--- config.mk ---
export PLATFORM = sky130hd
export DESIGN_NAME = display_feeder
export DESIGN_NICKNAME = d
export VERILOG_FILES = /design/src/rtl/display_feeder.sv
export SDC_FILE = /design/constraint.sdc
export NUM_CORES = 1
export LEC_CHECK = 0
export CORE_MARGIN = 4
export CORE_UTILIZATION = 38
export DETAILED_ROUTE_END_ITERATION = 8
export HOLD_SLACK_MARGIN = 0.05
export PLACE_DENSITY = 0.9
export SYNTH_ARGS = -nofsm -noshare
export SYNTH_HDL_FRONTEND = slang
export SYNTH_SLANG_ARGS = --single-unit
--- constraint.sdc ---
create_clock -name CLK -period 6.77 [get_ports CLK]
set_input_delay 1.354 -clock CLK [delete_from_list [all_inputs] [get_ports CLK]]
set_output_delay 1.354 -clock CLK [all_outputs]
set_load 0.02 [all_outputs]
--- src/rtl/display_feeder.sv ---
// Step-button debouncer, display source mux and scan clock divider for the CPU board.
// Optional DISP_SNAPSHOT_EN freezes DispData between step pulses and Sel changes.
module display_feeder #(
  parameter int unsigned DEB_CYCLES = 1000000,
  parameter int unsigned SCAN_DIV   = 50000
) (
  input  logic        CLK,
  input  logic        Reset,
  input  logic        Btn,
  input  logic [1:0]  Sel,
  input  logic [31:0] PC,
  input  logic [31:0] NextPC,
  input  logic [4:0]  RsAddr,
  input  logic [4:0]  RtAddr,
  input  logic [31:0] RsData,
  input  logic [31:0] RtData,
  input  logic [31:0] AluResult,
  input  logic [31:0] DB,
  output logic        StepPulse,
  output logic        ScanClk,
  output logic [15:0] DispData
);

  localparam int unsigned CNT_W = (DEB_CYCLES > 1) ? $clog2(DEB_CYCLES) : 1;
  localparam int unsigned DIV_W = (SCAN_DIV > 1) ? $clog2(SCAN_DIV) : 1;
  localparam logic [CNT_W-1:0] CNT_LAST = CNT_W'(DEB_CYCLES - 1);
  localparam logic [DIV_W-1:0] DIV_LAST = DIV_W'(SCAN_DIV - 1);

  typedef enum logic [1:0] {
    IDLE,
    PRESS_WAIT,
    PRESSED,
    RELEASE_WAIT
  } state_t;

  state_t           state_q, state_d;
  logic             b1_q, b1_d;
  logic             b2_q, b2_d;
  logic [CNT_W-1:0] cnt_q, cnt_d;
  logic [CNT_W-1:0] cnt_inc;
  logic             step_pulse_q, step_pulse_d;
  logic [DIV_W-1:0] div_q, div_d;
  logic             scan_clk_q, scan_clk_d;
  logic [15:0]      disp_q, disp_d;
  logic [15:0]      disp_sel;
`ifdef DISP_SNAPSHOT_EN
  logic [1:0]       sel_q, sel_d;
`endif

  // Only the low byte of each datapath word reaches the display.
  logic unused_bits;
  assign unused_bits = ^{PC[31:8], NextPC[31:8], RsData[31:8], RtData[31:8],
                         AluResult[31:8], DB[31:8]};

  always_ff @(posedge CLK) begin
    if (!Reset) begin
      state_q      <= IDLE;
      b1_q         <= 1'b0;
      b2_q         <= 1'b0;
      cnt_q        <= '0;
      step_pulse_q <= 1'b0;
      div_q        <= '0;
      scan_clk_q   <= 1'b0;
      disp_q       <= 16'h0000;
`ifdef DISP_SNAPSHOT_EN
      sel_q        <= 2'b00;
`endif
    end else begin
      state_q      <= state_d;
      b1_q         <= b1_d;
      b2_q         <= b2_d;
      cnt_q        <= cnt_d;
      step_pulse_q <= step_pulse_d;
      div_q        <= div_d;
      scan_clk_q   <= scan_clk_d;
      disp_q       <= disp_d;
`ifdef DISP_SNAPSHOT_EN
      sel_q        <= sel_d;
`endif
    end
  end

  always_comb begin
    b1_d         = Btn;
    b2_d         = b1_q;
    state_d      = state_q;
    cnt_d        = cnt_q;
    step_pulse_d = 1'b0;
    cnt_inc      = cnt_q + CNT_W'(1);
    div_d        = div_q + DIV_W'(1);
    scan_clk_d   = scan_clk_q;
    disp_sel     = 16'h0000;
    disp_d       = disp_q;
`ifdef DISP_SNAPSHOT_EN
    sel_d        = Sel;
`endif

    // Debounce: a level is accepted only after DEB_CYCLES consecutive equal samples.
    case (state_q)
      IDLE: begin
        if (b2_q) begin
          state_d = PRESS_WAIT;
          cnt_d   = '0;
        end
      end
      PRESS_WAIT: begin
        if (!b2_q) begin
          state_d = IDLE;
        end else begin
          cnt_d = cnt_inc;
          if (cnt_inc == CNT_LAST) begin
            state_d      = PRESSED;
            step_pulse_d = 1'b1;
          end
        end
      end
      PRESSED: begin
        if (!b2_q) begin
          state_d = RELEASE_WAIT;
          cnt_d   = '0;
        end
      end
      RELEASE_WAIT: begin
        if (b2_q) begin
          state_d = PRESSED;
        end else begin
          cnt_d = cnt_inc;
          if (cnt_inc == CNT_LAST) begin
            state_d = IDLE;
          end
        end
      end
      default: state_d = IDLE;
    endcase

    // Free-running divider; ScanClk flips each time the counter wraps.
    if (div_q == DIV_LAST) begin
      div_d      = '0;
      scan_clk_d = ~scan_clk_q;
    end

    case (Sel)
      2'b00:   disp_sel = {PC[7:0], NextPC[7:0]};
      2'b01:   disp_sel = {3'b000, RsAddr, RsData[7:0]};
      2'b10:   disp_sel = {3'b000, RtAddr, RtData[7:0]};
      default: disp_sel = {AluResult[7:0], DB[7:0]};
    endcase

`ifdef DISP_SNAPSHOT_EN
    if (step_pulse_q || (Sel != sel_q)) begin
      disp_d = disp_sel;
    end
`else
    disp_d = disp_sel;
`endif
  end

  assign StepPulse = step_pulse_q;
  assign ScanClk   = scan_clk_q;
  assign DispData  = disp_q;

endmodule

==> results of run 1 <==
[Yosys cell counts, types with 3 or more instances]
cell type	instances	area [sq um]
sky130_fd_sc_hd__a21oi_1	8	40.04
sky130_fd_sc_hd__and3_1	9	56.30
sky130_fd_sc_hd__dfxtp_1	58	1161
sky130_fd_sc_hd__nor2b_1	11	68.82
sky130_fd_sc_hd__a21boi_0	9	67.56
sky130_fd_sc_hd__nor4_1	3	18.77
sky130_fd_sc_hd__buf_2	7	35.03
sky130_fd_sc_hd__mux2i_1	4	40.04
sky130_fd_sc_hd__a211oi_1	3	22.52
sky130_fd_sc_hd__nand4_1	5	31.28
sky130_fd_sc_hd__nand3_1	13	65.06
sky130_fd_sc_hd__nor3_1	11	55.05
sky130_fd_sc_hd__nand2_1	38	142.6
sky130_fd_sc_hd__a21o_1	5	37.54
sky130_fd_sc_hd__mux4_2	13	292.8
sky130_fd_sc_hd__o21ai_0	12	60.06
sky130_fd_sc_hd__ha_1	3	37.54
sky130_fd_sc_hd__xnor2_1	9	78.83
sky130_fd_sc_hd__or3_1	3	18.77
sky130_fd_sc_hd__o21a_1	4	30.03
sky130_fd_sc_hd__xor2_1	12	105.1
sky130_fd_sc_hd__and2_1	20	125.1
sky130_fd_sc_hd__inv_1	4	15.01
sky130_fd_sc_hd__nor2_1	29	108.9
sky130_fd_sc_hd__nor4b_1	3	26.28
sky130_fd_sc_hd__a22oi_1	5	37.54
sky130_fd_sc_hd__clkbuf_1	12	45.04
[power by group]
group          internal, uW  switching, uW
registers               350           3.99
clock network           171            149
logic                  62.5           34.4
total                   584            187
[sequential cells by signal (all words and copies together), names as in the netlist, named ones only]
register / flops
StepPulse: 1
b2_q: 1
div_q: 16
DispData: 16
ScanClk: 1
b1_q: 1
cnt_q: 20
state_q: 1
[layout by cell type (no fill, tap or decap), types with 2 or more instances in the layout]
cell | synthesis | layout
sky130_fd_sc_hd__nor3_1 | 11 | 11
sky130_fd_sc_hd__nand2_1 | 38 | 38
sky130_fd_sc_hd__ha_1 | 3 | 3
sky130_fd_sc_hd__nor2_1 | 29 | 29
sky130_fd_sc_hd__a21o_1 | 5 | 5
sky130_fd_sc_hd__nand2b_1 | 2 | 2
sky130_fd_sc_hd__clkbuf_8 | 0 | 9
sky130_fd_sc_hd__nor4b_1 | 3 | 3
sky130_fd_sc_hd__clkdlybuf4s50_1 | 0 | 80
sky130_fd_sc_hd__nor2b_1 | 11 | 11
sky130_fd_sc_hd__nor4_2 | 2 | 2
sky130_fd_sc_hd__nand3_1 | 13 | 13
sky130_fd_sc_hd__clkinvlp_4 | 0 | 4
sky130_fd_sc_hd__nand4b_1 | 2 | 2
sky130_fd_sc_hd__o21ai_0 | 12 | 12
sky130_fd_sc_hd__and3_1 | 9 | 9
sky130_fd_sc_hd__o21a_1 | 4 | 4
sky130_fd_sc_hd__mux2i_1 | 4 | 4
sky130_fd_sc_hd__a31oi_1 | 2 | 2
sky130_fd_sc_hd__mux4_2 | 13 | 13
sky130_fd_sc_hd__a21boi_0 | 9 | 9
sky130_fd_sc_hd__dfxtp_1 | 58 | 58
sky130_fd_sc_hd__buf_4 | 0 | 2
sky130_fd_sc_hd__a21oi_1 | 8 | 8
sky130_fd_sc_hd__xnor2_1 | 9 | 9
sky130_fd_sc_hd__nor4_1 | 3 | 3
sky130_fd_sc_hd__and2_1 | 20 | 20
sky130_fd_sc_hd__nand4_1 | 5 | 5
sky130_fd_sc_hd__or3_1 | 3 | 3
sky130_fd_sc_hd__and4_1 | 2 | 2
sky130_fd_sc_hd__a22oi_1 | 5 | 5
sky130_fd_sc_hd__inv_1 | 4 | 4
sky130_fd_sc_hd__a211oi_1 | 3 | 3
sky130_fd_sc_hd__xor2_1 | 12 | 12
[per-stage QoR]
step / util / std cells / setup slack, ps / area [sq um]
4_1_cts: 0.5322 / 525 / 3701 / 4198
3_5_place_dp: 0.5067 / 509 / 3342 / 3996
2_1_floorplan: - / 347 / 3938 / 3159
5_1_grt: 0.5322 / 525 / 3577 / 4198
3_3_place_gp: 0.5067 / 509 / 3393 / 3996
6_report: 0.5322 / 525 / 3743 / 4198
[area by class of cell]
class                   instances  share of cell area
well taps                     102             0.03040
clock buffers                   9             0.02951
repair buffers                 82              0.1943
flip-flops and latches         58              0.2766
inverters                       4            0.003577
multi-input cells             263              0.4471
clock inverters                 7             0.01848
[cells by family (layout without fill, tap and decap cells)]
family	after synthesis	count (layout)	synth area share
adder cells (fa/ha/maj)	3	3	0.01188
multiplexers	18	18	0.1089
AO/OA/AOI/OAI	56	56	0.1204
buffers and inverters	26	102	0.03841
XOR/XNOR	21	21	0.05822
AND/OR/NAND/NOR	165	165	0.2947
flip-flops	58	58	0.3675
[worst paths after layout]
path,slack (ps),startpoint,endpoint,cells after the start
setup / recovery,3740,Sel[0],DispData[11],3
hold / removal,450,div_q[0],div_q[0],1
setup reg to reg,3860,cnt_q[0],flop,7
hold reg to reg,450,div_q[0],div_q[0],1
[worst reg2reg max path, stage by stage, from the launching register on]
cell and delay [ps]:
sky130_fd_sc_hd__dfxtp_1 520, sky130_fd_sc_hd__ha_1 320, sky130_fd_sc_hd__nand3_4 170, sky130_fd_sc_hd__nor4_2 510, sky130_fd_sc_hd__mux2i_1 290, sky130_fd_sc_hd__or4b_4 500, sky130_fd_sc_hd__nor4b_4 300, sky130_fd_sc_hd__mux2i_1 220
[routing by layer]
metal	global-route usage	vias up
met5	0	-
met4	0.05672	0
met3	0.05119	7
met2	0.2831	128
met1	0.1872	1346
li1	-	1377
==> metrics, run 1 <==
result of the run finished, final reports clean; detailed-route DRC error count 0; final weighted congestion in routability-driven placement 0.8649; H-tree levels 3; final-layout fill cell count approximately 650; power density over the cells 183.7 nW/um^2; critical path launch point type input pin; post-synthesis sequential element count 58; number of vias after detailed routing 2858; post-detailed-routing wire length 7862 microns; detailed-routing wirelength on met1 roughly 3100 microns; Die Area 9837 sq um; Power, Total 771.1 uW; EDFF count, synth 0; worst-path cell with the longest stage delay sky130_fd_sc_hd__clkdlybuf4s50_1; final worst hold slack 448.5 ps; mean instance size in the synthesized netlist just over 9 sq um; YS warnings 0; Final setup viols 0; net count of the finished layout around 630; static power due to leakage between 0.001 and 0.0015 uW; sequential cell area between 1000 and 1500 sq um; number of buffers inserted by hold repair at cts 0; core area 7888 sq um; async set-or-reset flop fraction in the synthesized netlist 0; met2 WL 3981 microns; Resized Gates After CTS 0; violation count after the first detailed-route iteration 187; syn_nets 557; # Max-Cap Violations 0; count of boundary I/O pins 225; Detail Route Antenna Nets 0; wire length per cell after detailed routing 14.98 microns; global-route wire length before repair 13080 microns; Hold Fails Final Rpt 0; clock sinks 58; main flop type after synthesis sky130_fd_sc_hd__dfxtp_1; sequential fraction of the synthesis area 0.3675; worst relative slew slack 0.3465; number of buffers created by CTS 9; Critical Path RT approximately 7000 ps; final number of max-transition violations 0; routed length on met3 665 microns; Area Growth Syn to Fin 32.87%; critical-path cell list clkdlybuf4s50_1, mux4_2, and2_1; summed instance area of the synthesized netlist 3159 sq um; Clock Pin Slew Worst Setup and Hold Paths 70 ps; input/output buffers 80; maximum ir drop on the vdd rail 0.1350 mV; GR Util All Layers 0.1624; clock skew 12.13 ps; number of buffers and inverters on the critical path 1; Cell variety after synth 55; RSZ-0062 raised after global routing no; TritonCTS clock tree built; multi-input gate area in the final layout 1877 sq um; largest fanout of any net on the critical path 17; actual slew at the worst max-slew pin 977.2 ps; clock buffer depth 2; initial antenna violation count 0; kind of critical path input pin to flop; final period utilization 0.4471; Post CTS Setup Buffer Count 0; Ant. Diodes 0; hpwl dp 5863 microns; critical path's largest stage delay 1120 ps; number of search-and-repair iterations in the first detailed-routing pass 4; std cell rows 32; CP Capture Type flop; width of the die 99.18 microns; post-route setup TNS 0 ps; total gr overflow 0; Clock Latency Late Sink 340 ps; highest metal layer with signal wires met4; Tmin final 3027 ps; top cell family by delay on the critical path buffers and inverters; initial standard-cell utilization of the core 0.4005; data arrival time of the critical path 3250 ps; Cells after Synth 347; maximum number of pins on one net before global-route repair 45; via-per-instance ratio 5.444; vias in the first global route roughly 2900; clock root buffer sky130_fd_sc_hd__clkbuf_8; layout cells sized above 1 0.1087; Highest Clock Rate 330.4 MHz; vertical die dimension 99.18 microns; worst hold path class flop to flop
Power figures use the tool's default switching activity.
==> inputs of run 2 (changes only) <==
--- a/config.mk
+++ b/config.mk
@@ -6,10 +6,10 @@
 export NUM_CORES = 1
 export LEC_CHECK = 0
 export CORE_MARGIN = 4
-export CORE_UTILIZATION = 38
+export CORE_UTILIZATION = 35
 export DETAILED_ROUTE_END_ITERATION = 8
 export HOLD_SLACK_MARGIN = 0.05
-export PLACE_DENSITY = 0.9
+export PLACE_DENSITY = 0.84
 export SYNTH_ARGS = -nofsm -noshare
 export SYNTH_HDL_FRONTEND = slang
 export SYNTH_SLANG_ARGS = --single-unit
==> constraint.sdc (replaced) <==
create_clock -name CLK -period 2.8 [get_ports CLK]
set_input_delay 0.56 -clock CLK [delete_from_list [all_inputs] [get_ports CLK]]
set_output_delay 0.56 -clock CLK [all_outputs]
set_load 0.02 [all_outputs]
==> run 2 against run 1 <==
Net effect: critical path depth grew 4; clock power grew 140%; total power grew 140%; global-route usage shrank 0.50 points; clock skew shrank 3.8 ps; worst setup slack lost 3500 ps; clock-buffer cell count grew 1; sequential share of layout area shrank 0.53 points; worst hold slack lost 13 ps; highest routed layer unchanged.
==> metrics, run 2 (synthesized netlist as in run 1, its figures left out) <==
Ant. Diodes 0; Critical Path RT 3070 ps; commonest non-fill, non-tap cells in the layout 80 x sky130_fd_sc_hd__clkdlybuf4s50_1, 58 x sky130_fd_sc_hd__dfxtp_1, 38 x sky130_fd_sc_hd__nand2_1, 29 x sky130_fd_sc_hd__nor2_1, 20 x sky130_fd_sc_hd__and2_1; Clock Pin Slew Worst Setup and Hold Paths ~70 ps; Reg2Reg Setup Slack 290 ps; width of the die 103.0 microns; wire length per cell after detailed routing 14.55 microns; final weighted congestion in routability-driven placement about 0.85; hpwl dp 5969 microns; Detail Route Antenna Nets 0; final standard cell area without fillers 4279 sq um; result of the run finished, final reports clean; register bank with the most flops cnt_q; GR Util All Layers 0.1574; post-placement cell area 4084 sq um; Highest Clock Rate 397.7 MHz; vertical die dimension approximately 100 microns; clock sinks 58; final-layout fill cell count 809; initial antenna violation count 0; detailed-route DRC error count 0; Post CTS Setup Buffer Count 0; std cell rows 34; data arrival time of the critical path 2780 ps; final number of max-transition violations 0; Hold Path Sink b2_q; maximum number of pins on one net before global-route repair 26; total gr overflow 0; # Max-Cap Violations 0; Reg2Reg Launch Point cnt_q[4]; Resized Gates After CTS 0; initial standard-cell utilization of the core 0.3605; post-route setup TNS 0 ps; Area Growth Syn to Fin 35.45%; count of boundary I/O pins 225; number of vias after detailed routing about 2800; TritonCTS clock tree built; violation count after the first detailed-route iteration 99; CP Capture Type flop; clock root buffer sky130_fd_sc_hd__clkbuf_8; layout cells sized above 1 0.1250; clock skew 8.306 ps; clock buffer depth 2; maximum ir drop on the vdd rail 0.2904 mV; worst relative slew slack 0.5259; number of search-and-repair iterations in the first detailed-routing pass 4; number of buffers created by CTS 9; power density over the cells between 400 and 500 nW/um^2; kind of critical path flop to flop; final period utilization 0.8980; Tmin final 2514 ps; Clock Latency Late Sink 340 ps; input/output buffers 80; commonest non-fill, non-tap cell in the layout sky130_fd_sc_hd__clkdlybuf4s50_1; flip-flop count of the largest register after layout 20; Hold Fails Final Rpt 0; number of buffers inserted by hold repair at cts 0; Final setup viols 0; actual slew at the worst max-slew pin just over 700 ps; beginning of the critical path cnt_q[4]; critical path launch point type flop; worst hold path class flop to flop; static power due to leakage 0.001476 uW; post-detailed-routing wire length 7855 microns; core area 8763 sq um; Hold Path Origin b1_q; net count of the finished layout 637; vias in the first global route 2905; Power, Total 1853 uW; via-per-instance ratio 5.206; global-route wire length before repair 13150 microns; largest fanout of any net on the critical path 9; logic depth of the worst register-to-register path 7; Die Area 10610 sq um; worst hold path cell count 1; H-tree levels 3; RSZ-0062 raised after global routing no
## run 2: cell count changes in the layout (fill, tap and decap cells not counted)
cell	delta
sky130_fd_sc_hd__buf_4	+8
sky130_fd_sc_hd__clkinv_4	-1
sky130_fd_sc_hd__clkinvlp_4	+1
sky130_fd_sc_hd__buf_12	+1
sky130_fd_sc_hd__inv_6	-1
sky130_fd_sc_hd__clkbuf_1	+1
## run 2: worst max-delay path, stage by stage (launching register included)
cell	delay [ps]
sky130_fd_sc_hd__dfxtp_1	490
sky130_fd_sc_hd__nand3_2	190
sky130_fd_sc_hd__buf_4	200
sky130_fd_sc_hd__or4_1	610
sky130_fd_sc_hd__xor2_1	250
sky130_fd_sc_hd__o211ai_2	150
sky130_fd_sc_hd__nor4b_4	340
sky130_fd_sc_hd__mux2i_1	210
## run 2: layout make-up
cell class / count / area (sq um) / area share
Inverter: 4 / 15.01 / 0.003509
Multi-Input combinational cell: 263 / 1877 / 0.4386
Clock buffer: 10 / 127.6 / 0.02982
Tap cell: 108 / 135.1 / 0.03158
Sequential cell: 58 / 1161 / 0.2713
Clock inverter: 6 / 67.56 / 0.01579
Timing Repair Buffer: 91 / 895.9 / 0.2094
## run 2: layer usage
layer,global-route usage,up-vias,part of all wire
li1,-,1398,-
met1,0.1734,1315,0.41
met2,0.2787,90,0.50
met3,0.06969,8,0.083
met4,0.03586,0,0.0099
met5,0,-,0
## run 2: worst max path at each step
stage,endpoint,slack (ps),cells after the start
6_report,flop,290,7
5_1_grt,flop,130,7
4_1_cts,flop,280,7
3_5_place_dp,flop,300,7
3_3_place_gp,flop,380,7
2_1_floorplan,flop,230,7
## run 2: through the flow
stage / util / setup slack [ps] / hold WS [ps] / cells
3_3_place_gp: 0.4660 / 385.0 / 418.5 / 524
5_1_grt: 0.4883 / 131.5 / 454.1 / 540
3_5_place_dp: 0.4660 / 300.7 / 416.9 / 524
2_1_floorplan: - / 225.2 / 411.9 / 347
6_report: 0.4883 / 285.6 / 435.9 / 540
4_1_cts: 0.4883 / 276.6 / 432.9 / 540
## run 2: power by group
part / switching (uW) / internal (uW)
combinational: 87.6 / 157
clock: 344 / 410
sequential: 8.28 / 847
==> inputs of run 3 (changes only) <==
--- a/config.mk
+++ b/config.mk
@@ -5,6 +5,7 @@
 export SDC_FILE = /design/constraint.sdc
 export NUM_CORES = 1
 export LEC_CHECK = 0
+export ABC_CLOCK_PERIOD_IN_PS = 2800
 export CORE_MARGIN = 4
 export CORE_UTILIZATION = 35
 export DETAILED_ROUTE_END_ITERATION = 8
==> results of run 3 <==
The final DEF is identical to that of run 2; final timing and power are the same.
